===== src/rtl/db_rd_pkg.sv =====
// Shared definitions for the deblocking LCU read-side controller:
// FSM state encoding and output buffer depth.
package db_rd_pkg;

  localparam int BUF_DEPTH = 2;

  typedef enum logic [1:0] {
    IDLE  = 2'd0,
    ISSUE = 2'd1,
    DRAIN = 2'd2
  } state_t;

endpackage


===== src/rtl/db_rd_skid_buf.sv =====
// Two-entry output FIFO. The head register drives the output directly so the
// word stays stable under stall and keeps its last value once emptied.
module db_rd_skid_buf
  import db_rd_pkg::*;
#(
  parameter int DATA_WIDTH = 128
) (
  input  logic                  clk,
  input  logic                  rst_n,
  input  logic                  i_push,
  input  logic [DATA_WIDTH-1:0] i_data,
  input  logic                  i_pop,
  output logic [DATA_WIDTH-1:0] o_data,
  output logic                  o_valid,
  output logic [1:0]            o_count
);

  localparam logic [1:0] FULL = 2'(BUF_DEPTH);

  logic [DATA_WIDTH-1:0] r_head;
  logic [DATA_WIDTH-1:0] r_tail;
  logic [1:0]            r_count;

  always_ff @(posedge clk or negedge rst_n) begin
    if (!rst_n) begin
      r_head  <= '0;
      r_tail  <= '0;
      r_count <= '0;
    end else begin
      case ({i_push, i_pop})
        2'b10: begin
          if (r_count == 2'd0) r_head <= i_data;
          else                 r_tail <= i_data;
          r_count <= r_count + 2'd1;
        end
        2'b01: begin
          if (r_count == FULL) r_head <= r_tail;
          r_count <= r_count - 2'd1;
        end
        2'b11: begin
          // Occupancy unchanged; the head advances to the older queued word.
          if (r_count == FULL) begin
            r_head <= r_tail;
            r_tail <= i_data;
          end else begin
            r_head <= i_data;
          end
        end
        default: ;
      endcase
    end
  end

  assign o_data  = r_head;
  assign o_valid = (r_count != 2'd0);
  assign o_count = r_count;

endmodule


===== src/rtl/db_lcu_rd.sv =====
// Read-side controller for the deblocking LCU pixel RAM: issues sequential
// reads under a credit limit and streams the returned words over valid/ready.
module db_lcu_rd
  import db_rd_pkg::*;
#(
  parameter int DATA_WIDTH = 128,
  parameter int ADDR_WIDTH = 8,
  parameter int LEN_WIDTH  = 9
) (
  input  logic                  clk,
  input  logic                  rst_n,
  input  logic                  start_i,
  input  logic [ADDR_WIDTH-1:0] base_addr_i,
  input  logic [LEN_WIDTH-1:0]  len_i,
  output logic                  busy_o,
  output logic                  done_o,
  output logic                  ram_cen_o,
  output logic                  ram_ren_o,
  output logic                  ram_wen_o,
  output logic [ADDR_WIDTH-1:0] ram_addr_o,
  input  logic [DATA_WIDTH-1:0] ram_data_i,
  output logic [DATA_WIDTH-1:0] data_o,
  output logic                  valid_o,
  input  logic                  ready_i,
  output state_t                dbg_state_o
);

  // Handshake: a word transfers on every cycle where valid_o and ready_i are
  // both high; valid_o never drops and data_o never changes until that happens.

  state_t                r_state;
  logic [ADDR_WIDTH-1:0] r_addr;
  logic [LEN_WIDTH-1:0]  r_remain;
  logic                  r_ren;
  logic                  r_done;

  logic       w_push;
  logic       w_pop;
  logic       w_issue;
  logic [1:0] w_count;
  logic [2:0] w_occ;

  assign w_push = ~r_ren;
  assign w_pop  = valid_o & ready_i;

  // Occupancy left after this cycle, counting the word landing now; an issue
  // made now lands next cycle, so it must leave room for one more word.
  assign w_occ   = {1'b0, w_count} + {2'b00, w_push} - {2'b00, w_pop};
  assign w_issue = (r_state == ISSUE) && (w_occ < 3'(BUF_DEPTH));

  always_ff @(posedge clk or negedge rst_n) begin
    if (!rst_n) begin
      r_state  <= IDLE;
      r_addr   <= '0;
      r_remain <= '0;
      r_ren    <= 1'b1;
      r_done   <= 1'b0;
    end else begin
      r_ren  <= ~w_issue;
      r_done <= 1'b0;
      case (r_state)
        IDLE: begin
          if (start_i) begin
            if (len_i != '0) begin
              r_addr   <= base_addr_i;
              r_remain <= len_i;
              r_state  <= ISSUE;
            end else begin
              r_done <= 1'b1;
            end
          end
        end
        ISSUE: begin
          if (w_issue) begin
            r_addr   <= r_addr + ADDR_WIDTH'(1);
            r_remain <= r_remain - LEN_WIDTH'(1);
            if (r_remain == LEN_WIDTH'(1)) r_state <= DRAIN;
          end
        end
        DRAIN: begin
          if (r_ren && (w_occ == 3'd0)) begin
            r_state <= IDLE;
            r_done  <= 1'b1;
          end
        end
        default: r_state <= IDLE;
      endcase
    end
  end

  db_rd_skid_buf #(
    .DATA_WIDTH(DATA_WIDTH)
  ) u_buf (
    .clk     (clk),
    .rst_n   (rst_n),
    .i_push  (w_push),
    .i_data  (ram_data_i),
    .i_pop   (w_pop),
    .o_data  (data_o),
    .o_valid (valid_o),
    .o_count (w_count)
  );

  assign ram_cen_o   = ~w_issue;
  assign ram_ren_o   = r_ren;
  assign ram_wen_o   = 1'b1;
  assign ram_addr_o  = r_addr;
  assign busy_o      = (r_state != IDLE);
  assign done_o      = r_done;
  assign dbg_state_o = r_state;

endmodule


===== config.mk =====
export PLATFORM = sky130hd
export DESIGN_NAME = db_lcu_rd
export DESIGN_NICKNAME = d
export VERILOG_FILES = /design/src/rtl/db_rd_pkg.sv /design/src/rtl/db_rd_skid_buf.sv /design/src/rtl/db_lcu_rd.sv
export SDC_FILE = /design/constraint.sdc
export NUM_CORES = 1
export LEC_CHECK = 0
export CORE_UTILIZATION = 47
export CTS_BUF_LIST = sky130_fd_sc_hd__clkbuf_4
export DETAILED_ROUTE_END_ITERATION = 8
export PLACE_DENSITY = 0.74
export SYNTH_ARGS = -nofsm -noshare
export SYNTH_HDL_FRONTEND = slang
export SYNTH_HIERARCHICAL = 1
export SYNTH_SLANG_ARGS = --single-unit

===== constraint.sdc =====
create_clock -name clk -period 8.61 [get_ports clk]
set_clock_uncertainty 0.2 [all_clocks]
set_input_delay 1.2915 -clock clk [delete_from_list [all_inputs] [get_ports clk]]
set_output_delay 1.2915 -clock clk [all_outputs]
set_load 0.005 [all_outputs]

==> flow_summary.yaml, run 1 <==
run:
  max-cap-violations: 0
global_route:
  grt_overflow: 0
  antenna_found_initial: 4
  grt_pass1_wl_um: 73300
  grt_max_degree: 173
  grt_pass1_vias: 13900
  grt.total_usage: 0.268
setup_path:
  arrival_ps: 3990
  worstSetupEndpointType: "output port"
  crit_type: "input pin to output port"
  worstPathCellList: "clkdlybuf4s50_1 -> and2_1 -> ha_1 -> inv_1 -> ha_1 -> fa_1 -> xnor2_2 -> or3_1 -> clkdlybuf4s50_1"
  start_kind: "input pin"
  r2r-end: "u_buf/r_tail[74]$_DFFE_PN0P_"
  reg2reg_slack_ps: 4290
  cpPeakStageDelay_ps: 490
  worstPathMaxFanout: 4
  worstPathRequired_ps: 7120
  cp_slowest_cell: "clkdlybuf4s50_1"
  timing.rr.start: "u_buf/o_count[0]$_DFFE_PN0P_"
  reg2reg_depth: 6
logic_synthesis:
  synth_fp_nets: 1651
  synthArstFlopShare: 1.00
  ys.flop_type: "dfrtp_1"
  synth_seq_area_share: 0.443
  syn_inst: 1492
  ys_ff_latch: 279
  synth_cell_type_count: 60
  avgSynthCellArea_um2: 10.6
  ys_top_cells_by_area: "dfrtp_1, mux2_4, a31oi_1, a2bb2oi_1, a211oi_1"
  synth-warning-count: 6
  netlist_area_mm2: 0.0157
  yosys.area.top_type: "dfrtp_1"
  synth_edf_count: 0
  yosysTopAreaCellShare: 0.442
layout:
  syn2layout_area_growth_pct: 24.1
  fill_cells: 2790
  layout_common_cells: "clkdlybuf4s50_1, dfrtp_1, a31oi_1"
  layout_commonest_cell: "clkdlybuf4s50_1"
  drive_gt1_frac: 0.160
  final_nets: 1870
place:
  place_congestion: 0.846
  place_hpwl_um: 25800
  portBuffers: 291
  preCtsSetupSlack_ps: 3130
timing:
  period_needed_ps: 5480
  worst_slew_pin_slew_ps: 1140
  timing.slew.headroom: 0.238
  min_period_over_period: 0.636
  setup_viol_count_final: 0
  slew_viol_final: 0
  max_freq_mhz: 182
  tns_ps: 0
  hold_viol_final: 0
  rsz0062_at_grt: "false"
  setup_slack_ps: 3130
worst_hold_path:
  hold_path.class: "register to register"
  min_from: "u_buf/r_tail[123]$_DFFE_PN0P_"
  timing.hold.worst_path_depth: 1
  worstHoldEndpoint: "u_buf/r_tail[123]$_DFFE_PN0P_"
power:
  vdd_drop_max_mv: 0.241
  powerDensity_mw_per_mm2: 408
  leakagePower_uw: 0.00773
  power_uw: 7970
floorplanning:
  initial_core_util: 0.480
  core_mm2: 0.0328
  die_h_um: 185
  io-pin-count: 293
  dieArea_mm2: 0.0342
  fp-row-count: 66
  die_width_um: 185
route:
  drt_iter0_drc: 1272
  routed_wl_um: 45700
  drc_errors: 0
  dr.pass1.iters: 6
  final_antenna_net_count: 0
  detail_route.wl_per_cell_um: 20.7
  viasPerCell: 6.16
  vias: 13600
clocking:
  cts_buffers: 75
  numClockSinks: 279
  post_cts_buffers: 0
  path_clk_slew_ps: 60
  clockBufferDepth: 3
  ctsResizeCount: 0
  ctsRootBufferMaster: "clkbuf_4"
  insertion_delay_ps: 720
  holdBufCountCts: 0
  cts_tree: "yes"
  htreeDepth: 3
status:
  status: "finished clean"
cells by family (layout without fill, tap and decap cells):
family | after synthesis | after routing | synth area share
buffers and inverters | 179 | 452 | 0.0570
AND/OR/NAND/NOR | 316 | 316 | 0.106
other | 1 | 4 | 0.000238
XOR/XNOR | 5 | 5 | 0.00326
AO/OA/AOI/OAI | 572 | 572 | 0.262
multiplexers | 130 | 130 | 0.119
flip-flops | 279 | 279 | 0.443
adder cells (fa/ha/maj) | 10 | 10 | 0.00842
Yosys cell counts, types with 3 or more instances:
library cell	count
dfrtp_1	278
a31oi_1	261
nand2_1	136
a2bb2oi_1	131
and2_1	129
a211oi_1	128
mux2_4	112
buf_2	76
clkbuf_1	62
buf_6	17
mux2_2	16
a21oi_1	12
buf_1	11
inv_1	11
ha_1	9
o21ai_0	9
nand3_1	8
nor2_1	8
nor4_1	5
o21ai_1	5
a41oi_1	4
nand4_1	4
nor3_1	4
nor4_2	4
o31ai_1	4
nand2b_1	3
nor2b_1	3
o22ai_1	3
per-stage QoR:
stage	std cells	hold slack [ps]	instance area, µm²	utilization
final	2210	323	19500	0.596
after detailed placement	2076	313	18600	0.567
after global placement	2076	305	18600	0.567
after floorplan	1492	282	15700	-
after global routing	2210	340	19500	0.596
after CTS	2207	326	19500	0.596
critical path: cells and delay by family:
family | cells | cell delay (ps)
and+or+nand+nor | 2 | 660
xor gates and xnor gates | 1 | 200
buffers and inverters | 3 | 950
adders and majority gates | 3 | 880
flip-flops by register name (all words and copies together), names as in the netlist:
signal         count
u_buf/r_tail     128
done_o             1
u_buf/o_data     128
u_buf/o_count      2
ram_addr_o         8
ram_ren_o          1
r_remain           9
dbg_state_o        2
where the power goes:
part | switching, µW | leakage, µW | total [µW] | internal [µW]
registers | 528 | 0.00322 | 2550 | 2020
logic | 2050 | 0.00397 | 4240 | 2190
clock network | 580 | 0.000546 | 1190 | 606
per-layer routing:
| layer | vias up | GRT usage | share of wire |
|---|---|---|---|
| li1 | 6181 | - | - |
| met5 | - | 0 | 0.00028 |
| met2 | 595 | 0.424 | 0.47 |
| met1 | 6746 | 0.359 | 0.43 |
| met3 | 96 | 0.0478 | 0.072 |
| met4 | 2 | 0.120 | 0.032 |
layout make-up:
class | count | area (µm²) | share of cell area
Multi-Input combinational cell | 1034 | 7940 | 0.406
Sequential cell | 279 | 6980 | 0.357
Timing Repair Buffer | 309 | 3070 | 0.157
Clock buffer | 100 | 751 | 0.0384
Tap cell | 442 | 553 | 0.0283
Clock inverter | 31 | 195 | 0.00999
Inverter | 12 | 45.0 | 0.00231
Antenna cell | 3 | 7.51 | 0.000384
worst max path at each step:
| stage | startpoint | slack, ps | depth (start not counted) | endpoint |
|---|---|---|---|---|
| 2_1_floorplan | ready_i | 4200 | 7 | ram_cen_o |
| 3_3_place_gp | ready_i | 3140 | 9 | ram_cen_o |
| 3_5_place_dp | ready_i | 3130 | 9 | ram_cen_o |
| 4_1_cts | ready_i | 3140 | 9 | ram_cen_o |
| 5_1_grt | ready_i | 3030 | 9 | ram_cen_o |
| 6_report | ready_i | 3130 | 9 | ram_cen_o |
Note: power is estimated with default switching activity, not from simulation.
==> run 2: changes to the inputs <==
Settings changed: PLACE_DENSITY 0.74 to 0.77.
Clock period 8.61 ns to 4.5 ns, I/O delays scaled along.
==> flow_summary.yaml, run 2 (synthesis results as in run 1) <==
status:
  status: "finished clean"
floorplanning:
  core_mm2: 0.0328
  fp-row-count: 66
  initial_core_util: 0.480
  dieArea_mm2: 0.0342
  die_h_um: 185
  die_width_um: 185
  io-pin-count: 293
route:
  viasPerCell: 6.17
  final_antenna_net_count: 0
  vias: 13700
  drc_errors: 0
  routed_wl_um: 46100
  detail_route.wl_per_cell_um: 20.7
  dr.pass1.iters: 7
  drt_iter0_drc: 1251
timing:
  rsz0062_at_grt: "false"
  period_needed_ps: 4280
  setup_viol_count_final: 0
  min_period_over_period: 0.952
  worst_slew_pin_slew_ps: 990
  hold_viol_final: 0
  slew_viol_final: 0
  tns_ps: 0
  max_freq_mhz: 234
  timing.slew.headroom: 0.338
place:
  dp.cells: 2088
  portBuffers: 291
  place_congestion: 0.871
  place_hpwl_um: 25900
setup_path:
  worstSetupEndpointType: "output port"
  worstPathCellList: "or2_4 -> and2_4 -> ha_1 -> inv_1 -> ha_1 -> fa_2 -> xnor2_2 -> or3_4 -> clkdlybuf4s50_1"
  cp_slowest_cell: "clkdlybuf4s50_1"
  cpPeakStageDelay_ps: 460
  critPathLaunch: "u_buf/o_count[0]$_DFFE_PN0P_"
  worstPathRequired_ps: 3620
  timing.rr.start: "u_buf/o_count[0]$_DFFE_PN0P_"
  crit_type: "register to output port"
  start_kind: "register"
  worstPathMaxFanout: 4
  crit_top_cell: "ha_1"
  reg2reg_depth: 11
  arrival_ps: 3410
layout:
  layout_common_cells: "clkdlybuf4s50_1, dfrtp_1, a31oi_1"
  final_cells: 2226
  fill_cells: 2693
  drive_gt1_frac: 0.177
  fin_util: 0.605
  layout_commonest_cell: "clkdlybuf4s50_1"
  final_nets: 1889
  syn2layout_area_growth_pct: 25.9
global_route:
  grt_max_degree: 129
  grt_pass1_vias: 13900
  antenna_found_initial: 3
  grt.total_usage: 0.269
  grt_pass1_wl_um: 73800
  grt_overflow: 0
clocking:
  numClockSinks: 279
  cts_tree: "yes"
  htreeDepth: 3
  clockBufferDepth: 3
  cts_buffers: 78
  insertion_delay_ps: 700
  ctsRootBufferMaster: "clkbuf_4"
  path_clk_slew_ps: 50
worst_hold_path:
  hold_path.class: "register to register"
  timing.hold.worst_path_depth: 1
  min_from: "u_buf/r_tail[124]$_DFFE_PN0P_"
power:
  powerDensity_mw_per_mm2: 784
  vdd_drop_max_mv: 0.663
  leakagePower_uw: 0.00789
run:
  max-cap-violations: 0
-- run 2: critical path, delay by kind of cell, from the launching register on --
family | cells | cell delay [ps]
AND/OR/NAND/NOR | 3 | 860
adder cells (fa/ha/maj) | 3 | 820
buffers and inverters | 2 | 490
flip-flops | 1 | 410
XOR/XNOR | 1 | 150
-- run 2: where the power goes --
| part | switching (µW) | internal [µW] |
|---|---|---|
| combinational | 4070 | 4350 |
| clock | 1100 | 1240 |
| sequential | 925 | 3860 |
| total | 6090 | 9460 |
-- run 2: stage by stage --
| step | worst slack [ps] | area [µm²] | power, µW | hold WS [ps] |
|---|---|---|---|---|
| final | 218 | 19800 | 15500 | 323 |
| after detailed placement | 259 | 18800 | 13100 | 310 |
| after floorplan | 1210 | 15700 | 10200 | 179 |
| after CTS | 49.3 | 19800 | 15600 | 309 |
| after global placement | 264 | 18800 | 12900 | 303 |
| after global routing | 65.8 | 19800 | 16500 | 342 |
-- run 2: cell type report --
type,instances,area [µm²],area share
Clock buffer,119,893,0.0451
Sequential cell,279,6990,0.352
Multi-Input combinational cell,1034,7950,0.401
Clock inverter,9,60.1,0.00303
Tap cell,442,553,0.0279
Timing Repair Buffer,325,3330,0.168
Inverter,12,45.0,0.00227
Antenna cell,6,15.0,0.000757
-- run 2: path summary, 6_finish.rpt --
path                                                  to  slack (ps)
max                                            ram_cen_o         220
min                        u_buf/r_tail[124]$_DFFE_PN0P_         320
max reg2reg                      r_remain[6]$_DFFE_PN0P_        1170
min reg2reg                u_buf/r_tail[124]$_DFFE_PN0P_         320
max in group asynchronous   u_buf/r_tail[39]$_DFFE_PN0P_        2670
min in group asynchronous   u_buf/r_tail[27]$_DFFE_PN0P_         410
-- run 2: repair_timing --
action	4_1_cts	5_1_grt
setup endpoints to repair	1	1
setup buffers	3	0
gates resized for setup	4	2
hold buffers	1	0
hold endpoints to repair	102	0
pin swaps	1	0
-- run 2: routing by layer --
metal	track usage	up-vias	part of all wire
li1	-	6223	-
met1	0.359	6844	0.42
met2	0.418	584	0.47
met3	0.0651	84	0.082
met4	0.107	0	0.025
met5	0	-	0
